`src/rtl/line_loader.sv`:
```
// line_loader: turns "L<rr><hex pairs>\n" UART commands into frame-memory port A byte writes.
// One cycle from the low-nibble strobe to the write; no backpressure, every rx_valid strobe is consumed.
module line_loader #(
  parameter int ROWS           = 32,
  parameter int BYTES_PER_LINE = 128,
  parameter int ADDR_WIDTH     = 12,
  parameter int TIMEOUT_TICKS  = 4095,
  parameter int TIMEOUT_WIDTH  = 12
) (
  input  logic                  clk_in,
  input  logic                  reset,
  input  logic [7:0]            rx_data,
  input  logic                  rx_valid,
  output logic [7:0]            ram_data_out,
  output logic [ADDR_WIDTH-1:0] ram_address,
  output logic                  ram_write_enable,
  output logic                  ram_clk_enable,
  output logic                  busy,
  output logic                  line_done,
  output logic                  error,
  output logic [7:0]            lines_loaded
);

  localparam int IDX_W = $clog2(BYTES_PER_LINE);
  localparam int ROW_W = ADDR_WIDTH - IDX_W;

  typedef enum logic [2:0] {
    IDLE,
    ROW_HI,
    ROW_LO,
    DATA_HI,
    DATA_LO,
    TERM
  } state_t;

  state_t                   state_q;
  logic [3:0]               row_hi_q;
  logic [ROW_W-1:0]         row_q;
  logic [IDX_W-1:0]         idx_q;
  logic [3:0]               nib_hi_q;
  logic [TIMEOUT_WIDTH-1:0] tmo_q;
  logic [6:0]               row_num;
  logic                     row_ok;

  function automatic logic is_digit(input logic [7:0] c);
    return (c >= "0") && (c <= "9");
  endfunction

  function automatic logic is_hex(input logic [7:0] c);
    return is_digit(c) || ((c >= "A") && (c <= "F")) || ((c >= "a") && (c <= "f"));
  endfunction

  function automatic logic [3:0] hex_val(input logic [7:0] c);
    logic [3:0] v;
    if (is_digit(c))
      v = 4'(c - 8'h30);
    else if (c <= "F")
      v = 4'(c - 8'h37);
    else
      v = 4'(c - 8'h57);
    return v;
  endfunction

  // For an ASCII digit the low nibble is already the decimal value.
  always_comb begin
    row_num = 7'(row_hi_q) * 7'd10 + 7'(rx_data[3:0]);
    row_ok  = int'(row_num) < ROWS;
  end

  assign busy = (state_q != IDLE);

  always_ff @(posedge clk_in) begin
    if (reset) begin
      state_q          <= IDLE;
      row_hi_q         <= '0;
      row_q            <= '0;
      idx_q            <= '0;
      nib_hi_q         <= '0;
      tmo_q            <= '0;
      ram_data_out     <= '0;
      ram_address      <= '0;
      ram_write_enable <= 1'b0;
      ram_clk_enable   <= 1'b0;
      line_done        <= 1'b0;
      error            <= 1'b0;
      lines_loaded     <= '0;
    end else begin
      ram_write_enable <= 1'b0;
      ram_clk_enable   <= 1'b0;
      line_done        <= 1'b0;
      error            <= 1'b0;

      // Inter-character watchdog; a strobe always restarts it, so it never races a command byte.
      if (state_q == IDLE || rx_valid) begin
        tmo_q <= '0;
      end else if (tmo_q == TIMEOUT_WIDTH'(TIMEOUT_TICKS - 1)) begin
        tmo_q   <= '0;
        error   <= 1'b1;
        state_q <= IDLE;
      end else begin
        tmo_q <= tmo_q + TIMEOUT_WIDTH'(1);
      end

      if (rx_valid) begin
        case (state_q)
          IDLE: begin
            if (rx_data == "L")
              state_q <= ROW_HI;
          end
          ROW_HI: begin
            if (is_digit(rx_data)) begin
              row_hi_q <= rx_data[3:0];
              state_q  <= ROW_LO;
            end else begin
              error   <= 1'b1;
              state_q <= IDLE;
            end
          end
          ROW_LO: begin
            if (is_digit(rx_data) && row_ok) begin
              row_q   <= ROW_W'(row_num);
              idx_q   <= '0;
              state_q <= DATA_HI;
            end else begin
              error   <= 1'b1;
              state_q <= IDLE;
            end
          end
          DATA_HI: begin
            if (is_hex(rx_data)) begin
              nib_hi_q <= hex_val(rx_data);
              state_q  <= DATA_LO;
            end else begin
              error   <= 1'b1;
              state_q <= IDLE;
            end
          end
          DATA_LO: begin
            if (is_hex(rx_data)) begin
              ram_data_out     <= {nib_hi_q, hex_val(rx_data)};
              ram_address      <= {row_q, idx_q};
              ram_write_enable <= 1'b1;
              ram_clk_enable   <= 1'b1;
              idx_q            <= idx_q + IDX_W'(1);
              state_q          <= (idx_q == IDX_W'(BYTES_PER_LINE - 1)) ? TERM : DATA_HI;
            end else begin
              error   <= 1'b1;
              state_q <= IDLE;
            end
          end
          TERM: begin
            if (rx_data == 8'h0A) begin
              line_done    <= 1'b1;
              lines_loaded <= lines_loaded + 8'd1;
              state_q      <= IDLE;
            end else if (rx_data != 8'h0D) begin
              error   <= 1'b1;
              state_q <= IDLE;
            end
          end
          default: state_q <= IDLE;
        endcase
      end
    end
  end

endmodule

```
`config.mk`:
```
export PLATFORM = sky130hd
export DESIGN_NAME = line_loader
export DESIGN_NICKNAME = d
export VERILOG_FILES = /design/src/rtl/line_loader.sv
export SDC_FILE = /design/constraint.sdc
export NUM_CORES = 1
export LEC_CHECK = 0
export ABC_AREA = 1
export CAP_MARGIN = 10
export CELL_PAD_IN_SITES_DETAIL_PLACEMENT = 0
export CELL_PAD_IN_SITES_GLOBAL_PLACEMENT = 1
export CORE_UTILIZATION = 45
export CTS_BUF_LIST = sky130_fd_sc_hd__clkbuf_8
export CTS_CLUSTER_SIZE = 8
export DETAILED_ROUTE_END_ITERATION = 16
export GPL_ROUTABILITY_DRIVEN = 0
export GPL_TIMING_DRIVEN = 0
export PLACE_DENSITY = 0.87
export SLEW_MARGIN = 20
export SYNTH_ARGS = -nofsm -noshare
export SYNTH_HDL_FRONTEND = slang
export SYNTH_SLANG_ARGS = --single-unit
```
`constraint.sdc`:
```
create_clock -name clk_in -period 3.9 [get_ports clk_in]
set_clock_uncertainty 0.2 [all_clocks]
set_input_delay 0.585 -clock clk_in [delete_from_list [all_inputs] [get_ports clk_in]]
set_output_delay 0.585 -clock clk_in [all_outputs]
set_load 0.01 [all_outputs]
```
==> metrics.json <==
{
  "status": {
    "run_status": "finished, final reports clean"
  },
  "die": {
    "effective_utilization_at_floorplan_pct": 46.7,
    "boundaryPins": 44,
    "floorplan_row_count": 31,
    "placeableCoreArea_sq_um": 7290,
    "chipWidth_microns": 89.0,
    "die_height_microns": 89.0,
    "design.die.area_sq_um": 7920
  },
  "setup_path": {
    "critical_path.startpoint": "rx_data[1]",
    "crit_path_cell_trace": "clkdlybuf4s50_1, ha_1, fa_1, nand3_1, nand2_1, nand3_1, nand2_1, nor2_1, nand3_1, buf_4, o21ai_0, nor2_1",
    "cp-endpoint": "row_q[4]$_SDFFE_PP0P_",
    "worst-r2r-cell-count": 12,
    "arrival_ns": 2.90,
    "critical_path_required_ns": 3.95,
    "endpoint_kind": "flip-flop",
    "critical_path.reg2reg.startpoint": "row_hi_q[1]$_SDFFE_PP0P_",
    "crit_type": "in2reg",
    "cp_max_fo": 10,
    "regToRegSetupSlack_ns": 1.21,
    "timing.critical_path.slowest_cell_delay_ns": 0.52,
    "crit_family": "buffers and inverters",
    "cp_slowest_cell": "sky130_fd_sc_hd__clkdlybuf4s50_1",
    "reg2reg_to": "row_q[4]$_SDFFE_PP0P_",
    "worstSetupStartpointType": "primary input",
    "buf_inv_stages_crit_path": 2,
    "worst-path-stages": 12,
    "crit_path_frequent_cell": "sky130_fd_sc_hd__nand3_1"
  },
  "cts": {
    "cts_root_buf": "sky130_fd_sc_hd__clkbuf_8",
    "cts.path.max_buffers": 2,
    "cts_post_setup_buffers_inserted": 0,
    "holdBufCountCts": 0,
    "cts.sink_count": 66,
    "cts_htree_levels": 3,
    "cts_inserted_buffers": 9,
    "clock_insertion_delay_worst_skew_ns": 0.35,
    "reg_clk_slew_reported_paths_ns": 0.08,
    "cts-resized-gates": 0,
    "cts_tree": "built"
  },
  "detailed_routing": {
    "number_of_remaining_drc_errors": 0,
    "vias_per_inst": 5.02,
    "drt-initial-drc-count": 167,
    "routedWlPerCell_microns": 12.9,
    "iteration_count_of_the_initial_detailed_routing_pass": 4,
    "ant_nets": 0,
    "route.vias.total": 3160,
    "detail_route.wirelength_microns": 8100
  },
  "sta": {
    "hold_violations": 0,
    "rsz0062_at_grt": "no",
    "slew-limit-headroom_pct": 56.7,
    "slew_of_the_pin_with_the_lowest_slew_margin_ns": 0.649,
    "finalCriticalPeriod_ns": 2.86,
    "setup_viol_count_final": 0,
    "maxSlewViolCount": 0,
    "clock.fmax_ghz": 0.350,
    "finalSetupTns_ns": 0,
    "fin_crit_sh_pct": 73.2
  },
  "layout": {
    "finish.instance_area_sq_um": 4190,
    "final_instance_count_excl_fillers": 630,
    "flow.area_growth_from_synthesis_pct": 22.9,
    "n_antenna_cell": 0,
    "final_layout_size_suffix_gt1_share_pct": 7.72,
    "design.final.nets": 554
  },
  "grt": {
    "groute.usage.overall_pct": 21.9,
    "grt_first_pass_wirelength_microns": 13200,
    "grt_overflow": 0,
    "pin_count_of_the_biggest_net_entering_global_routing": 14,
    "number_of_antenna_violations_at_the_first_check_in_global_routing": 0,
    "number_of_global_route_vias_before_repair": 2822
  },
  "yosys": {
    "area_fraction_of_the_dominant_cell_type_after_synthesis_pct": 38.8,
    "synth.largest_area_cell": "sky130_fd_sc_hd__dfxtp_1",
    "number_of_unique_standard_cell_types_used_by_synthesis": 33,
    "synth.yosys.warnings": 0,
    "syn_area_sq_um": 3410,
    "synth-seq-cells": 66,
    "yosys-top-cells-area": "sky130_fd_sc_hd__dfxtp_1 39%, sky130_fd_sc_hd__nor2_1 9.9%, sky130_fd_sc_hd__nand2_1 7.8%",
    "post_synth_inst_count": 472,
    "synth_seq_area_share_pct": 38.8,
    "avgSynthCellArea_sq_um": 7.22,
    "syn-num-nets": 500
  },
  "place": {
    "dp_cells": 614,
    "hpwl_microns": 6010,
    "placement.cell_area_sq_um": 3960,
    "io_buffer_count": 43
  },
  "pwr": {
    "cellPowerDensity_nw_per_um2": 332,
    "p_leak_nw": 1.71,
    "irDropWorstVdd_v": 0.000193
  },
  "run": {
    "max_cap_viol_count": 0
  },
  "min_path": {
    "hold_path.startpoint": "ram_data_out[1]$_SDFFE_PP0P_",
    "hold_path_class": "reg2reg"
  }
}
[kinds of logic (layout without fill, tap and decap cells)]
family	Yosys count	in the layout	share of synthesized area, %
adder cells (fa/ha/maj)	17	17	6.69
flip-flops	66	66	38.8
AO/OA/AOI/OAI	77	77	11.8
AND/OR/NAND/NOR	239	239	32.1
XOR/XNOR	11	11	2.83
buffers and inverters	62	121	7.82
[registers in the layout, summed over array words and instances, names as in the netlist, 3 cells and up]
register / cells
idx_q: 7
lines_loaded: 8
nib_hi_q: 4
ram_address: 12
ram_data_out: 8
row_hi_q: 4
row_q: 5
state_q: 3
tmo_q: 12
[worst min path at each step]
| stage | end | cells after the start |
|---|---|---|
| 2_1_floorplan | nib_hi_q[0]$_SDFFE_PP0P_ | 2 |
| 3_3_place_gp | ram_data_out[1]$_SDFFE_PP0P_ | 2 |
| 3_5_place_dp | ram_data_out[1]$_SDFFE_PP0P_ | 2 |
| 4_1_cts | ram_data_out[1]$_SDFFE_PP0P_ | 2 |
| 5_1_grt | ram_data_out[1]$_SDFFE_PP0P_ | 2 |
| 6_report | ram_data_out[1]$_SDFFE_PP0P_ | 2 |
[cells in the mapped netlist (all sizes together)]
cell	number
a21boi	1
a21oi	37
a31oi	1
buf	9
clkbuf	5
dfxtp	66
fa	2
ha	15
inv	48
nand2	75
nand3	42
nand4	13
nor2	94
nor3	10
nor3b	4
o21a	2
o21ai	35
o31ai	1
or2	1
xnor2	5
xor2	6
[metal layers]
layer | wire length (microns) | vias up | GRT usage (%)
met5 | 0 | - | 0
met2 | 3750 | 73 | 35.2
li1 | - | 1654 | -
met3 | 362 | 13 | 3.51
met4 | 118 | 0 | 9.38
met1 | 3870 | 1420 | 29.4
[cell type report]
class / count / area, sq um
fillers: 745 / 3110
multi-input cells: 344 / 1820
flip-flops and latches: 66 / 1320
repair buffers: 43 / 430
inverters: 48 / 180
clock buffers: 9 / 124
well taps: 99 / 124
clock inverters: 7 / 103
plain buffers: 14 / 86.3
[per-stage QoR]
step	power, W	setup WS, ns	util [%]	hold slack, ns
finish	0.00139	1.04	57.4	0.273
global route	0.00144	0.767	57.4	0.298
CTS	0.00140	1.06	57.4	0.274
detailed placement	0.000758	0.693	54.3	0.262
global placement	0.000758	0.731	54.3	0.258
floorplan	0.000727	1.51	-	0.241
[worst reg2reg max path, cell delays in order (launching register included)]
cell,delay [ns]
sky130_fd_sc_hd__dfxtp_1,0.43
sky130_fd_sc_hd__ha_1,0.27
sky130_fd_sc_hd__ha_1,0.22
sky130_fd_sc_hd__fa_1,0.38
sky130_fd_sc_hd__xnor2_1,0.20
sky130_fd_sc_hd__inv_1,0.06
sky130_fd_sc_hd__nand2_1,0.10
sky130_fd_sc_hd__nand2_1,0.06
sky130_fd_sc_hd__nor2_1,0.09
sky130_fd_sc_hd__nand3_1,0.15
sky130_fd_sc_hd__buf_4,0.23
sky130_fd_sc_hd__o21ai_0,0.16
sky130_fd_sc_hd__nor2_1,0.06
[power breakdown]
part           switching [W]  internal [W]   total, W
logic              0.0000460     0.0000232  0.0000691
registers       0.0000000390      0.000673   0.000673
clock network       0.000282      0.000366   0.000648
[cells in the final DEF (no fill, tap or decap), types with 6 or more instances in the layout]
master | Yosys | routed
sky130_fd_sc_hd__a21oi_1 | 36 | 36
sky130_fd_sc_hd__clkbuf_8 | 0 | 9
sky130_fd_sc_hd__clkdlybuf4s50_1 | 0 | 43
sky130_fd_sc_hd__dfxtp_1 | 66 | 66
sky130_fd_sc_hd__ha_1 | 15 | 15
sky130_fd_sc_hd__inv_1 | 47 | 47
sky130_fd_sc_hd__nand2_1 | 71 | 71
sky130_fd_sc_hd__nand3_1 | 40 | 40
sky130_fd_sc_hd__nand4_1 | 12 | 12
sky130_fd_sc_hd__nor2_1 | 90 | 90
sky130_fd_sc_hd__nor3_1 | 7 | 7
sky130_fd_sc_hd__o21ai_0 | 35 | 35
sky130_fd_sc_hd__xor2_1 | 6 | 6
(Power assumes the default switching activity.)
